--- src/rtl/axi_mm_cache_top.sv ---
// Direct-mapped write-back/write-allocate cache: CPU load/store port to a single-beat AXI4 master.
// Define AXI_CACHE_STATS_EN to add the hit_count/miss_count outputs.
module axi_mm_cache_top #(
  parameter int AXI_ADDR_WIDTH = 32,
  parameter int AXI_DATA_WIDTH = 64,
  parameter int AXI_ID_WIDTH   = 4,
  parameter int NUM_LINES      = 32,
  parameter int AXI_ID_VAL     = 0
) (
  input  logic                      clk,
  input  logic                      rst,
  input  logic                      cpu_req_valid,
  output logic                      cpu_req_ready,
  input  logic                      cpu_req_we,
  input  logic [AXI_ADDR_WIDTH-1:0] cpu_req_addr,
  input  logic [AXI_DATA_WIDTH-1:0] cpu_req_wdata,
  input  logic [7:0]                cpu_req_wstrb,
  output logic                      cpu_resp_valid,
  output logic [AXI_DATA_WIDTH-1:0] cpu_resp_rdata,
  output logic                      cpu_resp_err,
`ifdef AXI_CACHE_STATS_EN
  output logic [31:0]               hit_count,
  output logic [31:0]               miss_count,
`endif
  output logic [AXI_ADDR_WIDTH-1:0] M_AXI_AWADDR,
  output logic                      M_AXI_AWVALID,
  output logic [AXI_ID_WIDTH-1:0]   M_AXI_AWID,
  output logic [1:0]                M_AXI_AWBURST,
  output logic [2:0]                M_AXI_AWSIZE,
  output logic [7:0]                M_AXI_AWLEN,
  input  logic                      M_AXI_AWREADY,
  output logic [AXI_DATA_WIDTH-1:0] M_AXI_WDATA,
  output logic [7:0]                M_AXI_WSTRB,
  output logic                      M_AXI_WVALID,
  output logic                      M_AXI_WLAST,
  input  logic                      M_AXI_WREADY,
  input  logic [1:0]                M_AXI_BRESP,
  input  logic                      M_AXI_BVALID,
  input  logic [AXI_ID_WIDTH-1:0]   M_AXI_BID,
  output logic                      M_AXI_BREADY,
  output logic [AXI_ADDR_WIDTH-1:0] M_AXI_ARADDR,
  output logic                      M_AXI_ARVALID,
  output logic [AXI_ID_WIDTH-1:0]   M_AXI_ARID,
  output logic [1:0]                M_AXI_ARBURST,
  output logic [2:0]                M_AXI_ARSIZE,
  output logic [7:0]                M_AXI_ARLEN,
  input  logic                      M_AXI_ARREADY,
  input  logic [AXI_DATA_WIDTH-1:0] M_AXI_RDATA,
  input  logic [1:0]                M_AXI_RRESP,
  input  logic                      M_AXI_RVALID,
  input  logic [AXI_ID_WIDTH-1:0]   M_AXI_RID,
  input  logic                      M_AXI_RLAST,
  output logic                      M_AXI_RREADY
);

  localparam int IDX_W  = $clog2(NUM_LINES);
  localparam int LINE_W = AXI_ADDR_WIDTH - 3;
  localparam int TAG_W  = LINE_W - IDX_W;

  typedef enum logic [2:0] {IDLE, COMPARE, WB_REQ, WB_RESP, RF_REQ, RF_DATA} state_e;

  state_e                    state_q, state_d;
  logic [NUM_LINES-1:0]      valid_q, dirty_q;
  logic [TAG_W-1:0]          tag_q  [NUM_LINES];
  logic [AXI_DATA_WIDTH-1:0] data_q [NUM_LINES];
  logic [LINE_W-1:0]         reqLine_q;
  logic                      reqWe_q;
  logic [AXI_DATA_WIDTH-1:0] reqWdata_q;
  logic [7:0]                reqWstrb_q;
  logic                      err_q, respValid_q, awDone_q, wDone_q;
  logic [AXI_DATA_WIDTH-1:0] respRdata_q;

  logic [IDX_W-1:0]          reqIdx;
  logic [TAG_W-1:0]          reqTag;
  logic                      hit;
  logic [AXI_DATA_WIDTH-1:0] merged;
  logic                      unusedInputs;

  assign reqIdx = reqLine_q[IDX_W-1:0];
  assign reqTag = reqLine_q[LINE_W-1:IDX_W];
  assign hit    = valid_q[reqIdx] && (tag_q[reqIdx] == reqTag);
  assign unusedInputs = ^{cpu_req_addr[2:0], M_AXI_BID, M_AXI_RID, M_AXI_RLAST};

  always_comb begin
    merged = data_q[reqIdx];
    for (int b = 0; b < 8; b++) begin
      if (reqWstrb_q[b]) merged[8*b +: 8] = reqWdata_q[8*b +: 8];
    end
  end

  assign cpu_resp_valid = respValid_q;
  assign cpu_resp_rdata = respRdata_q;
  assign cpu_resp_err   = err_q;

  assign M_AXI_AWADDR  = {tag_q[reqIdx], reqIdx, 3'b000};
  assign M_AXI_AWID    = AXI_ID_WIDTH'(AXI_ID_VAL);
  assign M_AXI_AWBURST = 2'b01;
  assign M_AXI_AWSIZE  = 3'd3;
  assign M_AXI_AWLEN   = 8'd0;
  assign M_AXI_WDATA   = data_q[reqIdx];
  assign M_AXI_WSTRB   = 8'hFF;
  assign M_AXI_WLAST   = 1'b1;
  assign M_AXI_ARADDR  = {reqLine_q, 3'b000};
  assign M_AXI_ARID    = AXI_ID_WIDTH'(AXI_ID_VAL);
  assign M_AXI_ARBURST = 2'b01;
  assign M_AXI_ARSIZE  = 3'd3;
  assign M_AXI_ARLEN   = 8'd0;

  always_comb begin
    state_d       = state_q;
    cpu_req_ready = 1'b0;
    M_AXI_AWVALID = 1'b0;
    M_AXI_WVALID  = 1'b0;
    M_AXI_BREADY  = 1'b0;
    M_AXI_ARVALID = 1'b0;
    M_AXI_RREADY  = 1'b0;
    case (state_q)
      IDLE: begin
        cpu_req_ready = 1'b1;
        if (cpu_req_valid) state_d = COMPARE;
      end
      COMPARE: begin
        if (hit)                                   state_d = IDLE;
        else if (valid_q[reqIdx] && dirty_q[reqIdx]) state_d = WB_REQ;
        else                                       state_d = RF_REQ;
      end
      WB_REQ: begin
        // Address and data channels retire independently; leave once both have handshaken.
        M_AXI_AWVALID = !awDone_q;
        M_AXI_WVALID  = !wDone_q;
        if ((awDone_q || M_AXI_AWREADY) && (wDone_q || M_AXI_WREADY)) state_d = WB_RESP;
      end
      WB_RESP: begin
        M_AXI_BREADY = 1'b1;
        if (M_AXI_BVALID) state_d = RF_REQ;
      end
      RF_REQ: begin
        M_AXI_ARVALID = 1'b1;
        if (M_AXI_ARREADY) state_d = RF_DATA;
      end
      RF_DATA: begin
        M_AXI_RREADY = 1'b1;
        if (M_AXI_RVALID) state_d = (M_AXI_RRESP == 2'b00) ? COMPARE : IDLE;
      end
      default: state_d = IDLE;
    endcase
  end

  always_ff @(posedge clk) begin
    if (rst) begin
      state_q     <= IDLE;
      valid_q     <= '0;
      dirty_q     <= '0;
      err_q       <= 1'b0;
      respValid_q <= 1'b0;
      awDone_q    <= 1'b0;
      wDone_q     <= 1'b0;
    end else begin
      state_q     <= state_d;
      respValid_q <= 1'b0;
      case (state_q)
        IDLE: begin
          if (cpu_req_valid) begin
            reqLine_q  <= cpu_req_addr[AXI_ADDR_WIDTH-1:3];
            reqWe_q    <= cpu_req_we;
            reqWdata_q <= cpu_req_wdata;
            reqWstrb_q <= cpu_req_wstrb;
            err_q      <= 1'b0;
          end
        end
        COMPARE: begin
          if (hit) begin
            respValid_q <= 1'b1;
            respRdata_q <= reqWe_q ? merged : data_q[reqIdx];
            if (reqWe_q) begin
              data_q[reqIdx]  <= merged;
              dirty_q[reqIdx] <= 1'b1;
            end
          end
        end
        WB_REQ: begin
          if (state_d == WB_RESP) begin
            awDone_q <= 1'b0;
            wDone_q  <= 1'b0;
          end else begin
            if (M_AXI_AWVALID && M_AXI_AWREADY) awDone_q <= 1'b1;
            if (M_AXI_WVALID && M_AXI_WREADY)   wDone_q  <= 1'b1;
          end
        end
        WB_RESP: begin
          if (M_AXI_BVALID) begin
            if (M_AXI_BRESP != 2'b00) err_q <= 1'b1;
            dirty_q[reqIdx] <= 1'b0;
          end
        end
        RF_DATA: begin
          if (M_AXI_RVALID) begin
            if (M_AXI_RRESP == 2'b00) begin
              valid_q[reqIdx] <= 1'b1;
              dirty_q[reqIdx] <= 1'b0;
              tag_q[reqIdx]   <= reqTag;
              data_q[reqIdx]  <= M_AXI_RDATA;
            end else begin
              respValid_q <= 1'b1;
              respRdata_q <= '0;
              err_q       <= 1'b1;
            end
          end
        end
        default: ;
      endcase
    end
  end

`ifdef AXI_CACHE_STATS_EN
  // Only the first COMPARE of a request counts; the post-refill revisit is not a second lookup.
  logic        fromIdle_q;
  logic [31:0] hitCount_q, missCount_q;

  always_ff @(posedge clk) begin
    if (rst) begin
      fromIdle_q  <= 1'b0;
      hitCount_q  <= '0;
      missCount_q <= '0;
    end else begin
      fromIdle_q <= (state_q == IDLE) && cpu_req_valid;
      if (state_q == COMPARE && fromIdle_q) begin
        if (hit) hitCount_q  <= hitCount_q + 32'd1;
        else     missCount_q <= missCount_q + 32'd1;
      end
    end
  end

  assign hit_count  = hitCount_q;
  assign miss_count = missCount_q;
`endif

endmodule

--- config.mk ---
export PLATFORM = sky130hd
export DESIGN_NAME = axi_mm_cache_top
export DESIGN_NICKNAME = d
export VERILOG_FILES = /design/src/rtl/axi_mm_cache_top.sv
export SDC_FILE = /design/constraint.sdc
export NUM_CORES = 2
export LEC_CHECK = 0
export BUFFER_PORTS_ARGS = -buffer_cell sky130_fd_sc_hd__clkbuf_2
export CORE_UTILIZATION = 50
export CTS_CLUSTER_DIAMETER = 80
export CTS_CLUSTER_SIZE = 25
export DETAILED_ROUTE_END_ITERATION = 8
export PLACE_DENSITY = 0.67
export RECOVER_POWER = 100
export SYNTH_ARGS = -nofsm -noshare
export SYNTH_HDL_FRONTEND = slang
export SYNTH_SLANG_ARGS = --single-unit
--- constraint.sdc ---
create_clock -name clk -period 19.4 [get_ports clk]
set_input_delay 2.91 -clock clk [delete_from_list [all_inputs] [get_ports clk]]
set_output_delay 2.91 -clock clk [all_outputs]
set_load 0.005 [all_outputs]
==> impl_metrics.json <==
{
  "cp_max_fo": 66,
  "final_layout_size_suffix_gt1_share_pct": 23.8,
  "synthesis.area_sq_um": 119000,
  "wire_per_inst_um": 33.0,
  "die_h_um": 490,
  "vias": 58300,
  "cts_resized": 0,
  "finalSetupViolCount": 0,
  "core_sq_um": 236000,
  "post_cts_buffers": 0,
  "synthTopCellsByCount": "edfxtp_1 (2982), mux4_2 (786), nor2_1 (294), mux2i_1 (204), nand2_1 (189)",
  "synthToLayoutAreaGrowth_pct": 8.50,
  "hold_class": "flop to flop",
  "ant_nets": 0,
  "synth_compound_area_share_pct": 1.97,
  "ff_latch_area_sq_um": 91100,
  "place_ws_ps": 9380,
  "post_synth_fa_ha_maj_area_fraction_pct": 0,
  "slew_violations": 3499,
  "vdd_drop_max_mv": 0.0815,
  "busiest_layer": "met2",
  "start_util_pct": 50.4,
  "avgSynthCellArea_sq_um": 21.5,
  "skew_ps": 56.6,
  "dominantRegCellSynth": "edfxtp_1",
  "hold_slack_ps": 460,
  "placedCellCount": 8948,
  "grtUsageTotal_pct": 25.3,
  "htree_num_levels": 4,
  "yosysTopAreaCellShare_pct": 75.3,
  "utilization_pct": 54.7,
  "async_reset_ff_share_pct": 0,
  "holdPathEnd": "valid_q[4]",
  "path_class": "flop to primary output",
  "whs_path_depth": 1,
  "grt_start_max_net_pins": 110,
  "synth_area_leaders": "edfxtp_1 (75%), mux4_2 (15%), mux2i_1 (1.7%)",
  "cts_tree": "done",
  "grt_util_met1_pct": 34.8,
  "fillCellCount": 17700,
  "hold_buffers": 0,
  "yosysMostFrequentCell": "edfxtp_1",
  "yosysTopAreaCell": "edfxtp_1",
  "die_x_um": 490,
  "worstHoldStart": "valid_q[4]",
  "use_met3_pct": 3.33,
  "worst_pin_slew_ps": 4430,
  "final.period_utilization_pct": 75.6,
  "worstPathRequired_ps": 16490,
  "grt_pass1_vias": 57600,
  "cap_violations": 109,
  "numCtsBuffers": 148,
  "yosys_warnings": 0,
  "antenna_found_initial": 6,
  "postSynthCellCount": 5534,
  "cts_buffer_depth": 3,
  "cp_slowest_cell": "clkbuf_1",
  "grt_pass1_wl_um": 425000,
  "drt-initial-drc-count": 7265,
  "yosysUniqueCellTypes": 69,
  "port_buffers": 371,
  "fmax_mhz": 68.2,
  "startpoint_type": "flop",
  "dr.pass1.iters": 6,
  "r2r_end": "data_q[9][24]",
  "drc": 0,
  "instances_no_fill": 9160,
  "path_cells": "buf_4 > clkbuf_1 > clkbuf_1 > buf_4 > buf_4 > mux4_2 > mux4_2 > nand2_1 > nand2_1 > clkbuf_1",
  "cp_num_buf_inv": 6,
  "grt-ovfl-total": 0,
  "multi_input_area_sq_um": 26700,
  "synth_edf_count": 2982,
  "synth_top_family_by_area": "multiplexers",
  "cts_sinks": 3058,
  "slowest_delay_ps": 3230,
  "synth_seq_cells": 3058,
  "dp_hpwl_um": 165000,
  "place_congestion": 0.805,
  "rsz0062_at_grt": "no",
  "p_per_area_nw_per_um2": 93.8,
  "clk_pin_slew_ps": 100,
  "synthXorXnorAreaFrac_pct": 0.133,
  "synth-simple-area-share_pct": 2.54,
  "clk_latency_ps": 880,
  "fin_nets": 6139,
  "p_leak_nw": 40.5,
  "fin_crit_ps": 14670,
  "ys_seq_area_share_pct": 76.5,
  "reg2reg_slack_ps": 4910,
  "crit_path_end_kind": "primary output",
  "die_area_sq_um": 240000,
  "use_met2_pct": 42.6,
  "clk_root_buffer_cell": "clkbuf_16",
  "hold_viol_final": 0,
  "drt-total-wl_um": 303000,
  "relSlewSlack_pct": -196,
  "io_pins": 433,
  "violations": "max-capacitance violations, max-slew violations",
  "rr_worst_depth": 15,
  "arrival_ps": 11760,
  "outcome": "complete, but fails checks",
  "finalSetupTns_ps": 0,
  "rows": 178,
  "synth_mux_area_share_pct": 17.3,
  "path_delay_family": "buffers and inverters",
  "routed_via_density": 6.37,
  "setup_ws_ps": 4730
}
routing by layer:
metal / vias to the layer above / wire, um
met5: - / 11
met4: 2 / 8980
met3: 396 / 24000
met2: 2849 / 153000
met1: 31500 / 117000
li1: 23600 / -
flip-flops by register name, indices dropped and copies added (netlist names), 3 cells and up, named ones only:
register,flops
valid_q,32
cpu_resp_rdata,64
state_q,3
reqLine_q,29
reqWdata_q,64
tag_q,768
data_q,2048
reqWstrb_q,8
power breakdown:
group	switching, mW	internal, mW
clock network	2.06	1.49
logic	0.698	0.417
registers	0.0239	7.41
total	2.79	9.32
worst max-delay path by stage:
| stage | startpoint | endpoint | slack (ps) | cells past startpoint |
|---|---|---|---|---|
| finish | flop | M_AXI_WDATA[33] | 4730 | 10 |
| global route | flop | M_AXI_WDATA[33] | 4100 | 10 |
| CTS | flop | M_AXI_WDATA[32] | 8400 | 10 |
| detailed placement | flop | M_AXI_WDATA[32] | 9380 | 10 |
| global placement | flop | M_AXI_WDATA[32] | 9370 | 10 |
| floorplan | M_AXI_RRESP[1] | cpu_resp_rdata[0] | 9540 | 4 |
layout make-up:
| class | instances | area share, % |
|---|---|---|
| Antenna cell | 4 | 0.00775 |
| Clock buffer | 169 | 2.96 |
| Clock inverter | 38 | 0.450 |
| Inverter | 20 | 0.0649 |
| Multi-Input combinational cell | 2145 | 20.7 |
| Sequential cell | 3058 | 70.6 |
| Tap cell | 3150 | 3.05 |
| Timing Repair Buffer | 576 | 2.25 |
per-stage QoR:
step | area, sq um | total power, mW
2_1_floorplan | 119000 | 8.29
3_3_place_gp | 125000 | 8.68
3_5_place_dp | 125000 | 8.71
4_1_cts | 130000 | 12.2
5_1_grt | 129000 | 12.4
6_report | 129000 | 12.1
placed cells by master, fill, tap and decap left out, drive strengths merged, types with 7 or more instances in the layout:
| cell | count |
|---|---|
| nand2 | 189 |
| edfxtp | 2982 |
| nor4 | 8 |
| a21o | 34 |
| nand4 | 9 |
| o31ai | 34 |
| o22ai | 8 |
| nand3 | 29 |
| o21ai | 13 |
| buf | 113 |
| mux4 | 786 |
| o2111ai | 8 |
| clkinv | 20 |
| a31oi | 8 |
| a22o | 13 |
| a22oi | 49 |
| nor2b | 19 |
| xor2 | 10 |
| a221oi | 10 |
| and3 | 14 |
| nor2 | 295 |
| mux2 | 70 |
| clkbuf | 632 |
| and2 | 21 |
| nor3 | 71 |
| dfxtp | 76 |
| inv | 31 |
| xnor2 | 8 |
| nand2b | 7 |
| mux2i | 204 |
| a21oi | 88 |
| o311ai | 32 |
| conb | 49 |
logic make-up (layout without fill, tap and decap cells):
family,Yosys count,after routing
flops,3058,3058
mux,1060,1060
simple gates,688,688
buf+inv,378,803
compound gates,330,330
xor+xnor,18,18
other cells,2,53
Note: power is estimated with default switching activity, not from simulation.
